==> config.mk <==
export PLATFORM = sky130hd
export DESIGN_NAME = bcd_conv_scheduler
export DESIGN_NICKNAME = d
export VERILOG_FILES = /design/src/rtl/bcd_conv_scheduler.sv
export SDC_FILE = /design/constraint.sdc
export NUM_CORES = 1
export LEC_CHECK = 0
export CAP_MARGIN = 20
export CORE_MARGIN = 3
export CORE_UTILIZATION = 52
export CTS_BUF_LIST = sky130_fd_sc_hd__clkbuf_8
export DETAILED_ROUTE_END_ITERATION = 8
export GPL_TIMING_DRIVEN = 0
export PLACE_DENSITY = 0.85
export SYNTH_ARGS = -nofsm -noshare
export SYNTH_HDL_FRONTEND = slang
export SYNTH_SLANG_ARGS = --single-unit
==> constraint.sdc <==
create_clock -name clk -period 1.9 [get_ports clk]
set_input_delay 0.285 -clock clk [delete_from_list [all_inputs] [get_ports clk]]
set_output_delay 0.285 -clock clk [all_outputs]
set_load 0.1 [all_outputs]
==> src/rtl/bcd_conv_scheduler.sv <==
// Shared round-robin scheduled binary-to-BCD converter (shift-and-add-3, one bit per clock).
// Optional leading-zero blanking of the digit outputs: define BCD_SCHED_ZERO_BLANK_EN.
module bcd_conv_scheduler #(
  parameter int NUM_REQ = 4
) (
  input  logic                 clk,
  input  logic                 rst_n,
  input  logic [NUM_REQ-1:0]   req,
  input  logic [8*NUM_REQ-1:0] bin_in,
  output logic [NUM_REQ-1:0]   grant,
  output logic                 busy,
  output logic                 done,
  output logic [2:0]           done_id,
  output logic [3:0]           hundreds,
  output logic [3:0]           tens,
  output logic [3:0]           ones
);

  // state  | meaning
  // S_IDLE | waiting for a request; arbitrates round-robin from rr_ptr
  // S_CONV | 8 bit-steps of shift-and-add-3, counter 7 down to 0
  // S_DONE | result published for one cycle, no arbitration
  typedef enum logic [1:0] {S_IDLE, S_CONV, S_DONE} state_t;

  state_t               state_q, state_d;
  logic [2:0]           rr_ptr_q, rr_ptr_d;
  logic [2:0]           cnt_q, cnt_d;
  logic [2:0]           cur_id_q, cur_id_d;
  logic [7:0]           opr_q, opr_d;
  logic [11:0]          work_q, work_d;
  logic [NUM_REQ-1:0]   grant_q, grant_d;
  logic                 busy_q, busy_d;
  logic                 done_q, done_d;
  logic [2:0]           done_id_q, done_id_d;
  logic [11:0]          dig_q, dig_d;

  logic                 win_found;
  int                   win_idx;
  logic [11:0]          adj;
  logic [11:0]          step_work;

  function automatic logic [3:0] add3(input logic [3:0] d);
    return (d >= 4'd5) ? d + 4'd3 : d;
  endfunction

  function automatic logic [11:0] blank(input logic [11:0] d);
    logic [11:0] r;
    r = d;
`ifdef BCD_SCHED_ZERO_BLANK_EN
    if (d[11:8] == 4'd0) r[11:8] = 4'hF;
    if (d[11:4] == 8'd0) r[7:4] = 4'hF;
`endif
    return r;
  endfunction

  // Scan downward so the lowest offset from rr_ptr is the last (winning) match.
  always_comb begin
    win_found = 1'b0;
    win_idx   = 0;
    for (int off = NUM_REQ - 1; off >= 0; off--) begin
      if (req[(int'(rr_ptr_q) + off) % NUM_REQ]) begin
        win_found = 1'b1;
        win_idx   = (int'(rr_ptr_q) + off) % NUM_REQ;
      end
    end
  end

  always_comb begin
    adj       = {add3(work_q[11:8]), add3(work_q[7:4]), add3(work_q[3:0])};
    step_work = 12'({adj, opr_q[7]});
  end

  always_comb begin
    state_d   = state_q;
    rr_ptr_d  = rr_ptr_q;
    cnt_d     = cnt_q;
    cur_id_d  = cur_id_q;
    opr_d     = opr_q;
    work_d    = work_q;
    grant_d   = '0;
    busy_d    = busy_q;
    done_d    = 1'b0;
    done_id_d = done_id_q;
    dig_d     = dig_q;
    case (state_q)
      S_IDLE: begin
        if (win_found) begin
          grant_d[win_idx] = 1'b1;
          opr_d    = bin_in[8*win_idx +: 8];
          work_d   = '0;
          cur_id_d = 3'(win_idx);
          rr_ptr_d = (win_idx == NUM_REQ - 1) ? 3'd0 : 3'(win_idx + 1);
          cnt_d    = 3'd7;
          busy_d   = 1'b1;
          state_d  = S_CONV;
        end
      end
      S_CONV: begin
        work_d = step_work;
        opr_d  = {opr_q[6:0], 1'b0};
        if (cnt_q == 3'd0) begin
          // Publish the result of the final step taken on this same edge.
          dig_d     = blank(step_work);
          done_id_d = cur_id_q;
          done_d    = 1'b1;
          state_d   = S_DONE;
        end else begin
          cnt_d = cnt_q - 3'd1;
        end
      end
      S_DONE: begin
        busy_d  = 1'b0;
        state_d = S_IDLE;
      end
      default: begin
        busy_d  = 1'b0;
        state_d = S_IDLE;
      end
    endcase
  end

  always_ff @(posedge clk or negedge rst_n) begin
    if (!rst_n) begin
      state_q   <= S_IDLE;
      rr_ptr_q  <= 3'd0;
      cnt_q     <= 3'd0;
      cur_id_q  <= 3'd0;
      opr_q     <= 8'd0;
      work_q    <= 12'd0;
      grant_q   <= '0;
      busy_q    <= 1'b0;
      done_q    <= 1'b0;
      done_id_q <= 3'd0;
      dig_q     <= 12'd0;
    end else begin
      state_q   <= state_d;
      rr_ptr_q  <= rr_ptr_d;
      cnt_q     <= cnt_d;
      cur_id_q  <= cur_id_d;
      opr_q     <= opr_d;
      work_q    <= work_d;
      grant_q   <= grant_d;
      busy_q    <= busy_d;
      done_q    <= done_d;
      done_id_q <= done_id_d;
      dig_q     <= dig_d;
    end
  end

  assign grant    = grant_q;
  assign busy     = busy_q;
  assign done     = done_q;
  assign done_id  = done_id_q;
  assign hundreds = dig_q[11:8];
  assign tens     = dig_q[7:4];
  assign ones     = dig_q[3:0];

endmodule

==> results.json <==
{
  "fin_nets": 384,
  "synth_area_leaders": "dfrtp_1 49%, o21ai_0 6.3%, nand2_1 5.8%",
  "crit_family": "buffers and inverters",
  "yosysTopAreaCell": "dfrtp_1",
  "criticalPathCategory": "in2reg",
  "row_count": 24,
  "synth.top_cells.by_count": "49 x dfrtp_1, 39 x nand2_1, 32 x o21ai_0",
  "gp_congestion": 0.854,
  "clock_skew_ps": 7.86,
  "area_delta_synth_final_pct": 31.6,
  "diodes": 0,
  "synthFlopType": "dfrtp_1",
  "clkLatencyLatePin_ps": 300,
  "power.total_w": 0.00574,
  "outcome": "completed",
  "fmax_mhz": 546,
  "firstDrtPassIters": 4,
  "end_kind": "flop",
  "slew_headroom": 0.358,
  "synth.net_count": 316,
  "critPathBufInv": 2,
  "irDropWorstVdd_mv": 0.929,
  "powerDensity_nw_per_um2": 1730,
  "max_stage_delay_ps": 680,
  "cp.arrival_ps": 2060,
  "critPathSlowestCell": "clkdlybuf4s50_1",
  "dieArea_um2": 5730,
  "htree_levels": 2,
  "rsz0062_at_grt": "yes",
  "grtUsageTotal": 0.225,
  "drive_gt1_frac": 0.101,
  "totalWireLength_um": 5720,
  "synth-seq-area-share": 0.486,
  "grt_pass1_vias": 2219,
  "finalCritPeriodShare": 0.964,
  "syn_area_um2": 2520,
  "synthCells": 269,
  "cellLeakagePower_nw": 1.57,
  "syn_avg_cell_area_um2": 9.39,
  "ys_types": 42,
  "cp-start-kind": "input port",
  "die_h_um": 75.7,
  "port_buffers": 57,
  "cts_tree": "yes",
  "dieWidth_um": 75.7,
  "numCtsBuffers": 5,
  "grt_max_degree": 34,
  "max-cap-violations": 0,
  "setup_viol": 0,
  "ys_ff_latch": 49,
  "wl_per_cell_um": 14.2,
  "timing.final.crit_period_ps": 1830,
  "synthArstFlopShare": 1.00,
  "hold_viol": 0,
  "synth_warnings": 0,
  "slew_viol_final": 0,
  "hp-class": "in2async",
  "num_vias": 2217,
  "clk_pin_slew_ps": 80,
  "avgViaCountPerCell": 5.51,
  "antenna_found_initial": 0,
  "cts_root_buffer": "clkbuf_8",
  "ctsLongestPathBuffers": 2,
  "synth_top_area_frac": 0.486,
  "start_util": 0.557,
  "drc": 0,
  "worstMarginPinSlew_ps": 967,
  "grt-ovfl-total": 0,
  "grt_first_pass_wirelength_um": 9690,
  "clock-sinks": 49,
  "synth_edf_count": 0,
  "crit_fanout": 10,
  "coreArea_um2": 4530,
  "post-synth-top-count-cell": "dfrtp_1",
  "path_cells": "clkdlybuf4s50_1 > nor4_4 > nor3_2 > o221a_4 > buf_6 > nand3_1 > nand4_1",
  "dpl.hpwl_um": 4320,
  "io_pins": 59,
  "postRouteAntennaNets": 0,
  "crit_required_ps": 2130,
  "drt-initial-drc-count": 134,
  "utilization": 0.733
}
==> repair_timing <==
action,4_1_cts,5_1_grt
setup endpoints to repair,38,14
setup buffers,0,2
hold endpoints to repair,16,0
resized for setup,22,6
hold buffers,1,0
gates cloned,0,0
==> registers in the layout, summed over array words and instances (netlist names) <==
| signal | count |
|---|---|
| busy | 1 |
| cnt_q | 3 |
| cur_id_q | 2 |
| dig_q | 12 |
| done | 1 |
| done_id | 2 |
| grant | 4 |
| opr_q | 8 |
| rr_ptr_q | 2 |
| state_q | 2 |
| work_q | 12 |
==> routing by layer <==
metal,track usage,share of wire,vias to the layer above
li1,-,-,1075
met1,0.269,0.42,1055
met2,0.399,0.51,78
met3,0.0462,0.054,9
met4,0.0796,0.015,0
met5,0,0,-
==> placed cells by master (no fill, tap or decap), types with 9 or more instances in the layout <==
cell type and instances:
a21oi_1 9, clkdlybuf4s50_1 34, dfrtp_1 49, dlygate4sd2_1 20, ha_1 9, inv_1 15
nand2_1 39, nand3_1 21, nor2_1 13, o21ai_0 32
==> through the flow <==
stage	instance area (um2)	worst slack, ps	TNS (ps)	hold slack, ps	instances
after global placement	3180	-758	-44580	455	391
after CTS	3280	21.6	0	451	400
after detailed placement	3190	-387	-8390	233	392
final	3320	69.1	0	447	402
after global routing	3320	-7.65	-7.65	481	402
after floorplan	2520	259	0	-10.6	269
==> area by class of cell <==
cell class              count  area (um2)
flip-flops and latches     49        1230
fillers                   352        1210
multi-input cells         191        1190
repair buffers             61         591
plain buffers              15        97.6
clock buffers               6        82.6
well taps                  65        81.3
inverters                  14        52.6
clock inverters             1        3.75
==> worst paths after layout <==
kind / startpoint / endpoint / slack [ps] / depth (start not counted)
max: req[3] / opr_q[7] / 70 / 7
min: rst_n / dig_q[7] / 450 / 2
max reg2reg: rr_ptr_q[1] / rr_ptr_q[1] / 150 / 8
min reg2reg: cur_id_q[1] / done_id[1] / 480 / 2
max in group asynchronous: rst_n / work_q[1] / 950 / 3
min in group clk: cur_id_q[1] / done_id[1] / 480 / 2
==> power by group <==
group | switching, W | internal, W | total, W
clock | 0.000324 | 0.000284 | 0.000608
sequential | 0.000292 | 0.00148 | 0.00177
combinational | 0.00238 | 0.000984 | 0.00336
==> logic make-up after synthesis <==
logic type / count (synthesis) / synth area share
XOR/XNOR: 4 / 0.0139
flip-flops: 49 / 0.486
other: 1 / 0.00149
AO/OA/AOI/OAI: 69 / 0.178
buffers and inverters: 29 / 0.0595
multiplexers: 4 / 0.0164
AND/OR/NAND/NOR: 104 / 0.201
adder cells (fa/ha/maj): 9 / 0.0446
Note: power is estimated with default switching activity, not from simulation.
